==> config.mk <==
export PLATFORM = sky130hd
export DESIGN_NAME = sd_sched
export DESIGN_NICKNAME = d
export VERILOG_FILES = /design/src/rtl/sd_sched.sv
export SDC_FILE = /design/constraint.sdc
export NUM_CORES = 1
export LEC_CHECK = 0
export ABC_AREA = 1
export CAP_MARGIN = 20
export CORE_MARGIN = 4
export CORE_UTILIZATION = 45
export DETAILED_ROUTE_END_ITERATION = 6
export PLACE_DENSITY = 0.69
export SLEW_MARGIN = 20
export SYNTH_ARGS = -nofsm -noshare
export SYNTH_HDL_FRONTEND = slang
export SYNTH_SLANG_ARGS = --single-unit
==> constraint.sdc <==
create_clock -name clk -period 2.55 [get_ports clk]
set_input_delay 0.3825 -clock clk [delete_from_list [all_inputs] [get_ports clk]]
set_output_delay 0.3825 -clock clk [all_outputs]
set_load 0.01 [all_outputs]
==> src/rtl/sd_sched.sv <==
// Two-requester arbiter in front of a single SD solver: grants the solver round-robin,
// forwards the owner's 81-nibble puzzle, routes the result burst back and guards it with a watchdog.
module sd_sched #(
  parameter int TIMEOUT = 20000
) (
  input  logic       clk,
  input  logic       rst_n,
  input  logic       req0,
  input  logic       req1,
  input  logic       in_valid0,
  input  logic       in_valid1,
  input  logic [3:0] in0,
  input  logic [3:0] in1,
  output logic       gnt0,
  output logic       gnt1,
  output logic       sd_in_valid,
  output logic [3:0] sd_in,
  input  logic       sd_out_valid,
  input  logic [3:0] sd_out,
  output logic       out_valid0,
  output logic [3:0] out0,
  output logic       out_valid1,
  output logic [3:0] out1,
  output logic       done0,
  output logic       done1,
  output logic       err0,
  output logic       err1
);

  localparam logic [2:0] IDLE  = 3'd0;
  localparam logic [2:0] FEED  = 3'd1;
  localparam logic [2:0] WAIT  = 3'd2;
  localparam logic [2:0] DRAIN = 3'd3;
  localparam logic [2:0] DONE  = 3'd4;

  localparam logic [15:0] WD_LAST = 16'(TIMEOUT - 1);
  localparam logic [6:0]  NIB_LAST = 7'd80;

  logic [2:0]  state_q, state_d;
  logic        owner_q, owner_d;
  logic        last_served_q, last_served_d;
  logic [6:0]  cnt_q, cnt_d;
  logic [15:0] wd_q, wd_d;
  logic        sd_in_valid_q, sd_in_valid_d;
  logic [3:0]  sd_in_q, sd_in_d;

  logic [1:0]  gnt_q, gnt_d;
  logic [1:0]  out_valid_q, out_valid_d;
  logic [3:0]  out_q [2];
  logic [3:0]  out_d [2];
  logic [1:0]  done_q, done_d;
  logic [1:0]  err_q, err_d;

  logic        own_valid;
  logic [3:0]  own_in;
  logic        timed_out;
  logic        busy_d;
  logic        res_fwd;

  always_comb begin
    state_d       = state_q;
    owner_d       = owner_q;
    last_served_d = last_served_q;
    cnt_d         = cnt_q;
    wd_d          = wd_q;
    timed_out     = 1'b0;
    own_valid     = owner_q ? in_valid1 : in_valid0;
    own_in        = owner_q ? in1 : in0;

    case (state_q)
      IDLE: begin
        if (req0 || req1) begin
          state_d = FEED;
          // on a tie the requester that was not served last time wins
          owner_d = (req0 && req1) ? ~last_served_q : req1;
        end
      end
      FEED: begin
        if (own_valid) begin
          if (cnt_q == NIB_LAST) begin
            cnt_d   = 7'd0;
            state_d = WAIT;
          end else begin
            cnt_d = cnt_q + 7'd1;
          end
        end
      end
      WAIT: begin
        if (sd_out_valid) begin
          wd_d    = 16'd0;
          state_d = DRAIN;
        end else if (wd_q == WD_LAST) begin
          wd_d      = 16'd0;
          state_d   = DONE;
          timed_out = 1'b1;
        end else begin
          wd_d = wd_q + 16'd1;
        end
      end
      DRAIN: begin
        if (!sd_out_valid) state_d = DONE;
      end
      DONE: begin
        last_served_d = owner_q;
        state_d       = IDLE;
      end
      default: state_d = IDLE;
    endcase

    busy_d        = (state_d == FEED) || (state_d == WAIT) || (state_d == DRAIN);
    sd_in_valid_d = (state_q == FEED) && own_valid;
    sd_in_d       = sd_in_valid_d ? own_in : 4'd0;
    res_fwd       = ((state_q == WAIT) || (state_q == DRAIN)) && sd_out_valid;
  end

  // per-requester grant, result routing and completion flags
  for (genvar gi = 0; gi < 2; gi++) begin : g_req
    always_comb begin
      gnt_d[gi]       = busy_d && (owner_d == gi[0]);
      out_valid_d[gi] = res_fwd && (owner_q == gi[0]);
      out_d[gi]       = out_valid_d[gi] ? sd_out : 4'd0;
      done_d[gi]      = (state_d == DONE) && (state_q != DONE) && (owner_q == gi[0]);
      err_d[gi]       = timed_out && (owner_q == gi[0]);
    end

    always_ff @(posedge clk or negedge rst_n) begin
      if (!rst_n) begin
        gnt_q[gi]       <= 1'b0;
        out_valid_q[gi] <= 1'b0;
        out_q[gi]       <= 4'd0;
        done_q[gi]      <= 1'b0;
        err_q[gi]       <= 1'b0;
      end else begin
        gnt_q[gi]       <= gnt_d[gi];
        out_valid_q[gi] <= out_valid_d[gi];
        out_q[gi]       <= out_d[gi];
        done_q[gi]      <= done_d[gi];
        err_q[gi]       <= err_d[gi];
      end
    end
  end

  always_ff @(posedge clk or negedge rst_n) begin
    if (!rst_n) begin
      state_q       <= IDLE;
      owner_q       <= 1'b0;
      last_served_q <= 1'b1;
      cnt_q         <= 7'd0;
      wd_q          <= 16'd0;
      sd_in_valid_q <= 1'b0;
      sd_in_q       <= 4'd0;
    end else begin
      state_q       <= state_d;
      owner_q       <= owner_d;
      last_served_q <= last_served_d;
      cnt_q         <= cnt_d;
      wd_q          <= wd_d;
      sd_in_valid_q <= sd_in_valid_d;
      sd_in_q       <= sd_in_d;
    end
  end

  assign gnt0        = gnt_q[0];
  assign gnt1        = gnt_q[1];
  assign sd_in_valid = sd_in_valid_q;
  assign sd_in       = sd_in_q;
  assign out_valid0  = out_valid_q[0];
  assign out0        = out_q[0];
  assign out_valid1  = out_valid_q[1];
  assign out1        = out_q[1];
  assign done0       = done_q[0];
  assign done1       = done_q[1];
  assign err0        = err_q[0];
  assign err1        = err_q[1];

endmodule

# Word level (Yosys, flattened, before mapping)
# Index checks and enable logic that the tools add are counted.
totals:
  regBits: 49
  latchBits: 0
  mem_bits_rw: 0
  romBits: 0
  in_bits: 19
  output_inout_bits: 21
  elab_cells: 72
  memories: 0
op_classes:
  addsub: 2
  mul: 0
  div_mod_pow: 0
  n_lt_le_gt_ge: 0
  n_eq_ne: 11
  shift: 0
  n_mux: 21
  bitwise: 3
  reduce_logical: 18
ops:
  columns: ["operator", "n"]
  rows:
  - ["$mux W16", 2]
  - ["$mux W3", 6]
  - ["$add A16 B1 Y16 const B", 1]
  - ["$eq A16 B15 Y1 const B", 1]
  - ["$mux W4", 4]
  - ["$eq A3 B2 Y1 const B", 4]
  - ["$logic_and A1 B1 Y1", 12]
  - ["$pmux W3 S4", 1]
  - ["$add A7 B1 Y7 const B", 1]
  - ["$eq A7 B7 Y1 const B", 1]
  - ["$mux W1", 7]
  - ["$mux W7", 1]
  - ["$eq A3 B1 Y1 const B", 2]
  - ["$eq A3 B3 Y1 const B", 2]
  - ["$logic_or A1 B1 Y1", 4]
  - ["$logic_not A3 Y1", 1]
  - ["$ne A3 B3 Y1 const B", 1]
  - ["$not A1 Y1", 3]
  - ["$reduce_and A2 Y1", 1]

# Depth between registers and ports, before layout
# Gate-level depths: netlist of the first run.
logic_depth:
  word_depth: 8
  depth_mapped: 10

# Least setup slack after synthesis of the first run
# OpenSTA, ideal clock, no wires.
synth_path:
  kind: "flip-flop to flip-flop"
  startpoint: "register wd_q[0]"
  endpoint: "register wd_q[5]"
  setup_ps: 118
  arrival_ps: 1255
  required_ps: 2432
  path_slack_ps: 1177
  stages_incl_launch_ff: 9
  path_buffers: 0
  period_less_slack_ps: 1373
  path_cell_list: "dfrtp_1 -> ha_1 -> nand3_1 -> nor3_1 -> nand2_1 -> nand2_1 -> nand2_1 -> inv_2 -> nor2_1"
synth_between:
  elab_chain_cells: 3
synth_lines:
  columns: ["item", "line", "text"]
  rows:
  - ["start, declared", "43", "logic [15:0] wd_q, wd_d;"]
  - ["start signal, assigned", "157", "wd_q <= wd_d;"]
  - ["$add A16 B1 Y16 or $eq A16 B15 Y1 (tied branches)", "97, 92", null]
  - ["$mux W16 *", "92", "end else if (wd_q == WD_LAST) begin"]
  - ["$mux W16 *", "89", "if (sd_out_valid) begin"]
# Mark *: on every way between the ends. The rest lies on a longest branch, timed or not.
# A chain may end at the register's enable or synchronous reset.

# Worst setup path in the final report of the first run
layout_path:
  startpoint: "register wd_q[0]"
  endpoint: "register wd_q[7]"
# Same word-level chain as after synthesis.

==> results of run 1 <==
per-layer routing:
metal	vias up	part of all wire, %
met5	-	0
met3	5	4.7
li1	1043	-
met2	30	48
met4	0	1.1
met1	957	46
path summary, 6_finish.rpt:
path | start | endpoint | slack, ns | cells after the start
setup / recovery | wd_q[0] | wd_q[7] | 0.94 | 8
hold / removal | rst_n | wd_q[0] | 0.19 | 1
setup reg to reg | wd_q[0] | wd_q[7] | 0.94 | 8
hold reg to reg | last_served_q | last_served_q | 0.51 | 2
max in group asynchronous | rst_n | err0 | 1.72 | 2
min in group clk | last_served_q | last_served_q | 0.51 | 2
stage by stage:
stage | power, mW | utilization (%) | instance area, um2 | setup WS [ns] | std cells
after floorplan | 1.36 | - | 2440 | 1.18 | 310
after global placement | 1.55 | 55.9 | 2890 | 0.811 | 417
after detailed placement | 1.57 | 55.9 | 2890 | 0.795 | 417
after CTS | 2.03 | 57.6 | 2980 | 0.945 | 425
after global routing | 2.15 | 57.6 | 2980 | 0.748 | 425
final | 2.01 | 57.6 | 2980 | 0.935 | 425
state kept, by name (all words and copies together), names as in the netlist:
register       flops
out0               4
gnt1               1
state_q            3
out_valid1         1
err0               1
done0              1
last_served_q      1
sd_in_valid        1
sd_in              4
err1               1
out1               4
gnt0               1
done1              1
out_valid0         1
owner_q            1
wd_q              16
cnt_q              7
critical path, stage by stage, from the launching register on:
cell and delay [ns]:
dfrtp_1 0.39, ha_1 0.24, nand3_1 0.19, nor3_1 0.17, nand2_1 0.06, nand2_1 0.07
nand2_1 0.16, inv_2 0.16, nor2_1 0.06
synth_stat cells (3+ instances only):
| cell | n | share of area, % |
|---|---|---|
| nand2_1 | 83 | 13 |
| inv_2 | 6 | 0.92 |
| dfrtp_1 | 48 | 49 |
| ha_1 | 3 | 1.5 |
| nor3_4 | 3 | 2.0 |
| xor2_1 | 3 | 1.1 |
| nor2_1 | 55 | 8.5 |
| nor3_1 | 6 | 1.2 |
| inv_1 | 40 | 6.2 |
| nor3_2 | 3 | 1.2 |
| o21ai_0 | 8 | 1.6 |
| nand4_1 | 5 | 1.3 |
| nand3_1 | 18 | 3.7 |
| a21oi_1 | 8 | 1.6 |
power breakdown:
part / leakage, nW / internal, mW / switching [mW] / total [mW]
sequential: 0.596 / 0.894 / 0.104 / 0.998
clock: 0.0456 / 0.196 / 0.264 / 0.460
combinational: 0.884 / 0.234 / 0.314 / 0.548
cell type report:
cell class,count,area (um2),area share [%]
tap,70,87.6,2.94
timing repair buffer,42,408,13.7
multi-input combinational,209,990,33.2
clock buffer,6,72.6,2.44
sequential,49,1230,41.2
inverter,47,179,6.01
clock inverter,2,13.8,0.462
cells in the final DEF (no fill, tap or decap), drive strengths merged:
master,instances
ha,3
xor2,3
nor3,12
a31oi,1
nand3,18
dfrtp,48
a22oi,1
xnor2,1
a21boi,1
clkinv,1
clkdlybuf4s50,38
and3,2
nand4,5
a21oi,8
o21ai,10
inv,48
nand2,84
o21bai,1
nor2,57
o22ai,1
clkbuf,6
a21o,1
buf,4
dfstp,1
cells by family after synthesis:
family,share of synthesized area (%)
compound gates,5.44
buf+inv,9.08
flops,50.3
fa+ha+maj,1.54
simple gates,32.2
xor+xnor,1.44
==> results.py, run 1 <==
metrics = {
    "run": {
        "maxCapViolations": 0,
    },
    "clock_network": {
        "ctsRootBufferMaster": "clkbuf_8",
        "cts_sinks": 49,
        "postCtsHoldBufs": 0,
        "cts_buffers": 5,
        "cts_tree": "done",
        "cts_buffer_depth": 2,
        "clkLatencyLatePin_ns": 0.30,
        "post_cts_buffers": 0,
        "clk_pin_slew_ns": 0.09,
        "cts_resized": 0,
        "h-tree-depth": 2,
    },
    "global_routing": {
        "grt_pass1_wl_um": 8380,
        "met2_usage_pct": 27.4,
        "grt_use_met1_pct": 20.8,
        "grt-ovfl-total": 0,
        "grt_pass1_vias": 1840,
        "grt_max_degree": 44,
        "grt_usage_pct": 16.4,
        "grt_busiest_layer": "met2",
        "antenna_found_initial": 0,
        "grtUsageMet3_pct": 4.93,
    },
    "setup_path": {
        "path_class": "register to register",
        "crit_required_ns": 2.74,
        "startpoint_type": "register",
        "crit_path_max_fanout": 7,
        "critPathCaptureType": "register",
        "arrival_ns": 1.81,
    },
    "floorplanning": {
        "initial_core_util_pct": 47.1,
        "die_area_um2": 6660,
        "core_um2": 5170,
        "dieHeight_um": 81.6,
        "dieWidth_um": 81.6,
        "num_rows": 26,
        "io-pin-count": 40,
    },
    "detailed_routing": {
        "drc_errors": 0,
        "drt-pass1-iter-count": 4,
        "vias": 2035,
        "antenna_left": 0,
        "wl_per_cell_um": 11.9,
        "wl_um": 5060,
        "viasPerCell": 4.79,
        "drt_iter0_markers": 78,
    },
    "timing": {
        "post-route-period-util_pct": 63.3,
        "hold_viol": 0,
        "drv_slew": 0,
        "fin_tns_setup_ns": 0,
        "fmax_mhz": 619,
        "post-route-min-period_ns": 1.61,
        "grt_setup_unrepaired": "false",
        "fin_skew_ns": 0.00766,
        "holdWs_ns": 0.193,
        "setup_viol": 0,
        "tightest_slew_ns": 0.921,
        "relSlewSlack_pct": 38.6,
    },
    "synth": {
        "ys_ff_latch": 49,
        "async_flop_share_pct": 100,
        "synth_flop_cell": "dfrtp_1",
        "ys_types": 31,
        "synth_edf_count": 0,
        "synth_nets": 332,
        "synth.avg_cell_area_um2": 7.87,
        "yosysSeqAreaShare_pct": 50.3,
        "synth_warnings": 0,
        "syn_area_um2": 2440,
        "syn_inst": 310,
    },
    "place": {
        "place_congestion": 0.913,
        "dp.final_hpwl_um": 3800,
        "numPortBuffers": 39,
    },
    "final_layout": {
        "final.fill_count": 496,
        "diodes": 0,
        "drive_gt1_share_pct": 7.89,
        "nets": 376,
        "area_growth_syn_to_layout_pct": 22.1,
    },
    "run_status": {
        "status": "completed",
    },
    "pwr": {
        "p_leak_nw": 1.53,
        "peakVddDrop_mv": 0.449,
        "pwr_density_cell_nw_per_um2": 674,
    },
    "worst_hold_path": {
        "holdCritPathClass": "input port to asynchronous set/reset pin",
    },
}
No activity file was read; power rests on OpenSTA's default activity.
==> run 2, diff against run 1 <==
Settings changed: PLACE_DENSITY 0.69 to 0.72.
Clock period 2.55 ns to 1.3 ns, I/O delays scaled along.
==> results.py, run 2 (synthesis results as in run 1) <==
metrics = {
    "worst_hold_path": {
        "holdCritPathClass": "input port to asynchronous set/reset pin",
    },
    "setup_path": {
        "crit_path_max_fanout": 7,
        "path_cells": "ha_4, nand3_4, nor3_2, nand2_1, nand2_2, nand2_4, and3_4",
        "cp_slowest_cell": "dfrtp_1",
        "crit_required_ns": 1.52,
        "critPathTopFamily": "simple AND/OR/NAND/NOR gates",
        "crit_buf_inv": 0,
        "path_class": "register to register",
        "r2r_start": "wd_q[1]",
        "slowest_delay_ns": 0.44,
        "arrival_ns": 1.74,
        "timing.rr.end": "wd_q[6]",
        "critPathCaptureType": "register",
        "r2r_cells": 7,
        "startpoint_type": "register",
        "r2r_slack_ns": -0.23,
    },
    "timing": {
        "fmax_mhz": 655,
        "setup_viol": 35,
        "worst_slack_ns": -0.226,
        "hold_viol": 0,
        "relSlewSlack_pct": 82.1,
        "fin_skew_ns": 0.0135,
        "post-route-min-period_ns": 1.53,
        "holdWs_ns": 0.372,
        "drv_slew": 0,
        "post-route-period-util_pct": 117,
        "tightest_slew_ns": 0.268,
        "grt_setup_unrepaired": "true",
    },
    "global_routing": {
        "grt_pass1_vias": 2362,
        "grt-ovfl-total": 0,
        "grt_usage_pct": 19.5,
        "grt_max_degree": 50,
        "grt_pass1_wl_um": 10000,
        "antenna_found_initial": 0,
    },
    "final_layout": {
        "fin_cells": 487,
        "largest_reg_flops": 16,
        "final.fill_count": 383,
        "diodes": 0,
        "design_area_um2": 3850,
        "utilization_pct": 74.4,
        "multi_input_area_um2": 1310,
        "final_cell_mix": "nand2_1, buf_4, dfrtp_1",
        "layout_commonest_cell": "nand2_1",
        "area_growth_syn_to_layout_pct": 57.7,
        "nets": 438,
        "seqCellArea_um2": 1230,
        "largest_register": "wd_q",
        "drive_gt1_share_pct": 39.1,
        "top_regs": "wd_q x16, cnt_q x7",
    },
    "place": {
        "dp.final_hpwl_um": 4370,
        "place_inst": 465,
        "post_dp_cell_area_um2": 3280,
        "numPortBuffers": 39,
        "place_congestion": 0.905,
    },
    "run": {
        "maxCapViolations": 0,
    },
    "floorplanning": {
        "io-pin-count": 40,
        "dieHeight_um": 81.6,
        "die_area_um2": 6660,
        "core_um2": 5170,
        "initial_core_util_pct": 47.1,
        "num_rows": 26,
        "dieWidth_um": 81.6,
    },
    "detailed_routing": {
        "wl_um": 6790,
        "drt_iter0_markers": 142,
        "antenna_left": 0,
        "drt-pass1-iter-count": 4,
        "wl_per_cell_um": 14.0,
        "viasPerCell": 4.95,
        "vias": 2409,
        "drc_errors": 0,
    },
    "clock_network": {
        "ctsRootBufferMaster": "clkbuf_8",
        "cts_sinks": 49,
        "clkLatencyLatePin_ns": 0.31,
        "h-tree-depth": 2,
        "clk_pin_slew_ns": 0.10,
        "cts_buffer_depth": 2,
        "cts_buffers": 5,
        "cts_tree": "done",
    },
    "pwr": {
        "p_leak_nw": 1.97,
        "pwr_density_cell_nw_per_um2": 1220,
        "finalPower_mw": 4.68,
        "peakVddDrop_mv": 1.24,
    },
    "run_status": {
        "violations": "negative setup slack",
        "status": "finished, violations left",
    },
}
run 2: worst max-delay path by stage:
stage | startpoint | endpoint | slack, ns | cells after the start
2_1_floorplan | state_q[2] | cnt_q[5] | -0.02 | 6
3_3_place_gp | cnt_q[0] | gnt0 | -0.14 | 9
3_5_place_dp | cnt_q[0] | gnt0 | -0.17 | 9
4_1_cts | state_q[2] | cnt_q[5] | -0.1 | 6
5_1_grt | wd_q[1] | wd_q[6] | -0.26 | 7
6_report | wd_q[1] | wd_q[6] | -0.23 | 7
run 2: metal layers:
| metal | track usage (%) | wire, um | up-vias |
|---|---|---|---|
| li1 | - | - | 1169 |
| met1 | 23.3 | 2680 | 1163 |
| met2 | 34.9 | 3710 | 65 |
| met3 | 3.95 | 318 | 12 |
| met4 | 6.48 | 92 | 0 |
| met5 | 0 | 0 | - |
run 2: area by class of cell:
class | instances | area share, %
clock inverters | 3 | 0.553
repair buffers | 103 | 23.9
well taps | 70 | 2.28
inverters | 47 | 5.11
multi-input cells | 209 | 34.1
clock buffers | 5 | 1.79
repair inverters | 1 | 0.195
flip-flops and latches | 49 | 32.1
run 2: report_power, final:
part / internal, mW / total [mW] / switching, mW
clock: 0.383 / 0.925 / 0.543
combinational: 0.865 / 1.86 / 0.991
sequential: 1.76 / 1.90 / 0.143
run 2: repair_timing:
item	in CTS	in global routing
hold endpoints to repair	48	0
resized for setup	74	63
setup endpoints to repair	58	44
gates cloned	1	0
hold buffers	1	0
setup buffers	10	3
pin swaps	9	24
run 2: worst register-to-register path, stage by stage (launching register included):
cell and delay [ns]:
dfrtp_1 0.44, ha_4 0.18, nand3_4 0.10, nor3_2 0.16, nand2_1 0.12, nand2_2 0.13
nand2_4 0.11, and3_4 0.19
run 2: through the flow:
stage	setup WS (ns)	setup TNS, ns
after floorplan	-0.0169	-0.0169
after global placement	-0.136	-2.43
after detailed placement	-0.169	-3.63
after CTS	-0.0979	-1.16
after global routing	-0.260	-6.00
final	-0.226	-3.97
==> run 3, diff against run 2 <==
Settings changed: CELL_PAD_IN_SITES_DETAIL_PLACEMENT set to 1, CELL_PAD_IN_SITES_GLOBAL_PLACEMENT set to 2, CORE_UTILIZATION 45 to 28, PLACE_DENSITY 0.72 to not set, PLACE_DENSITY_LB_ADDON set to 0.1.
==> results.py, run 3 (synthesis results as in run 1) <==
metrics = {
    "floorplanning": {
        "num_rows": 33,
        "initial_core_util_pct": 29.2,
        "io-pin-count": 40,
        "dieHeight_um": 101,
        "die_area_um2": 10300,
        "dieWidth_um": 101,
        "core_um2": 8340,
    },
    "place": {
        "place_congestion": 0.734,
        "post_dp_cell_area_um2": 3430,
        "numPortBuffers": 39,
        "dp.final_hpwl_um": 5320,
        "place_worst_setup_slack_ns": -0.221,
    },
    "global_routing": {
        "grt_usage_pct": 15.0,
        "antenna_found_initial": 0,
        "grt-ovfl-total": 0,
        "grt_pass1_vias": 2514,
        "grt_pass1_wl_um": 12200,
        "grt_max_degree": 50,
    },
    "pwr": {
        "pwr_density_cell_nw_per_um2": 1290,
        "peakVddDrop_mv": 0.763,
        "p_leak_nw": 2.08,
        "finalPower_mw": 5.21,
    },
    "timing": {
        "relSlewSlack_pct": 80.9,
        "post-route-min-period_ns": 1.39,
        "drv_slew": 0,
        "post-route-period-util_pct": 107,
        "hold_viol": 0,
        "tightest_slew_ns": 0.287,
        "worst_slack_ns": -0.0932,
        "fmax_mhz": 718,
        "grt_setup_unrepaired": "true",
        "setup_viol": 29,
        "fin_skew_ns": 0.00937,
    },
    "final_layout": {
        "drive_gt1_share_pct": 43.5,
        "nets": 455,
        "diodes": 0,
        "area_growth_syn_to_layout_pct": 65.9,
        "top_regs": "wd_q x16, cnt_q x7",
        "largest_reg_flops": 16,
        "design_area_um2": 4050,
        "largest_register": "wd_q",
        "final_cell_mix": "nand2_1, buf_4, dfrtp_1",
    },
    "setup_path": {
        "cp_slowest_cell": "dfrtp_2",
        "r2r_cells": 6,
        "critPathTopFamily": "simple AND/OR/NAND/NOR gates",
        "crit_cells": 6,
        "crit_path_max_fanout": 7,
        "crit_required_ns": 1.50,
        "arrival_ns": 1.59,
        "crit_top_cell": "nor3_4",
        "path_cells": "nor3_4, nand2_4, nor3_4, nand3_1, nand2_1, nor2_1",
        "critPathCaptureType": "register",
        "startpoint_type": "register",
        "path_class": "register to register",
        "slowest_delay_ns": 0.48,
        "crit_buf_inv": 0,
    },
    "run": {
        "maxCapViolations": 0,
    },
    "clock_network": {
        "cts_tree": "done",
        "ctsRootBufferMaster": "clkbuf_8",
        "cts_sinks": 49,
        "cts_buffer_depth": 2,
        "clk_pin_slew_ns": 0.10,
        "cts_buffers": 5,
        "h-tree-depth": 2,
        "clkLatencyLatePin_ns": 0.30,
    },
    "detailed_routing": {
        "drt_iter0_markers": 40,
        "viasPerCell": 4.45,
        "wl_um": 7210,
        "drt-pass1-iter-count": 4,
        "antenna_left": 0,
        "vias": 2396,
        "wl_per_cell_um": 13.4,
        "drc_errors": 0,
    },
    "run_status": {
        "status": "finished, violations left",
        "violations": "negative setup slack",
    },
    "worst_hold_path": {
        "holdCritPathClass": "input port to asynchronous set/reset pin",
    },
}
==> run 3: area by class of cell <==
class                   count  area [um2]
flip-flops and latches     49        1240
clock inverters             3        68.8
repair buffers            121        1030
multi-input cells         209        1320
clock buffers               5        68.8
fillers                   996        4300
well taps                 105         131
inverters                  47         191
==> run 3: repair_timing <==
action,CTS,global route
pin swaps,13,25
endpoints found under the hold margin,48,0
resized for setup,87,52
hold buffers,1,0
setup buffers,7,9
setup endpoints to repair,60,44
==> run 3: worst reg2reg max path, cell delays in order (launching register included) <==
cell and delay [ns]:
dfrtp_2 0.48, nor3_4 0.27, nand2_4 0.14, nor3_4 0.17, nand3_1 0.11, nand2_1 0.09, nor2_1 0.04
==> run 3: final timing paths <==
kind,startpoint,end,slack (ns)
max in group asynchronous,rst_n,last_served_q,0.60
worst max-delay path,state_q[2],cnt_q[4],-0.09
worst min-delay path,rst_n,wd_q[9],0.40
worst max register to register,state_q[2],cnt_q[4],-0.09
worst min register to register,last_served_q,last_served_q,0.52
min in group clk,in0[0],sd_in[0],0.43
==> run 3: metrics by stage <==
stage	utilization [%]	hold slack [ns]	TNS (ns)	cells
after global routing	48.5	0.422	-4.95	539
after global placement	41.1	0.212	-4.77	514
final	48.5	0.404	-1.40	539
after CTS	45.7	0.416	-1.41	530
after detailed placement	41.1	0.214	-5.68	514
after floorplan	-	-0.101	-0.0169	310
==> run 3: layer usage <==
metal  track usage [%]  vias to the layer above  wire length, um
met4              3.68                        0               78
met5                 0                        -                0
met3              2.89                        6              219
met2              26.5                       30             3750
met1              18.8                     1151             3160
li1                  -                     1209                -
==> run 3: power by group <==
part / switching (mW) / leakage, nW / total, mW / internal (mW)
logic: 1.01 / 1.42 / 1.96 / 0.958
clock network: 0.547 / 0.0687 / 1.32 / 0.775
registers: 0.162 / 0.587 / 1.92 / 1.76
total: 1.72 / 2.08 / 5.21 / 3.49
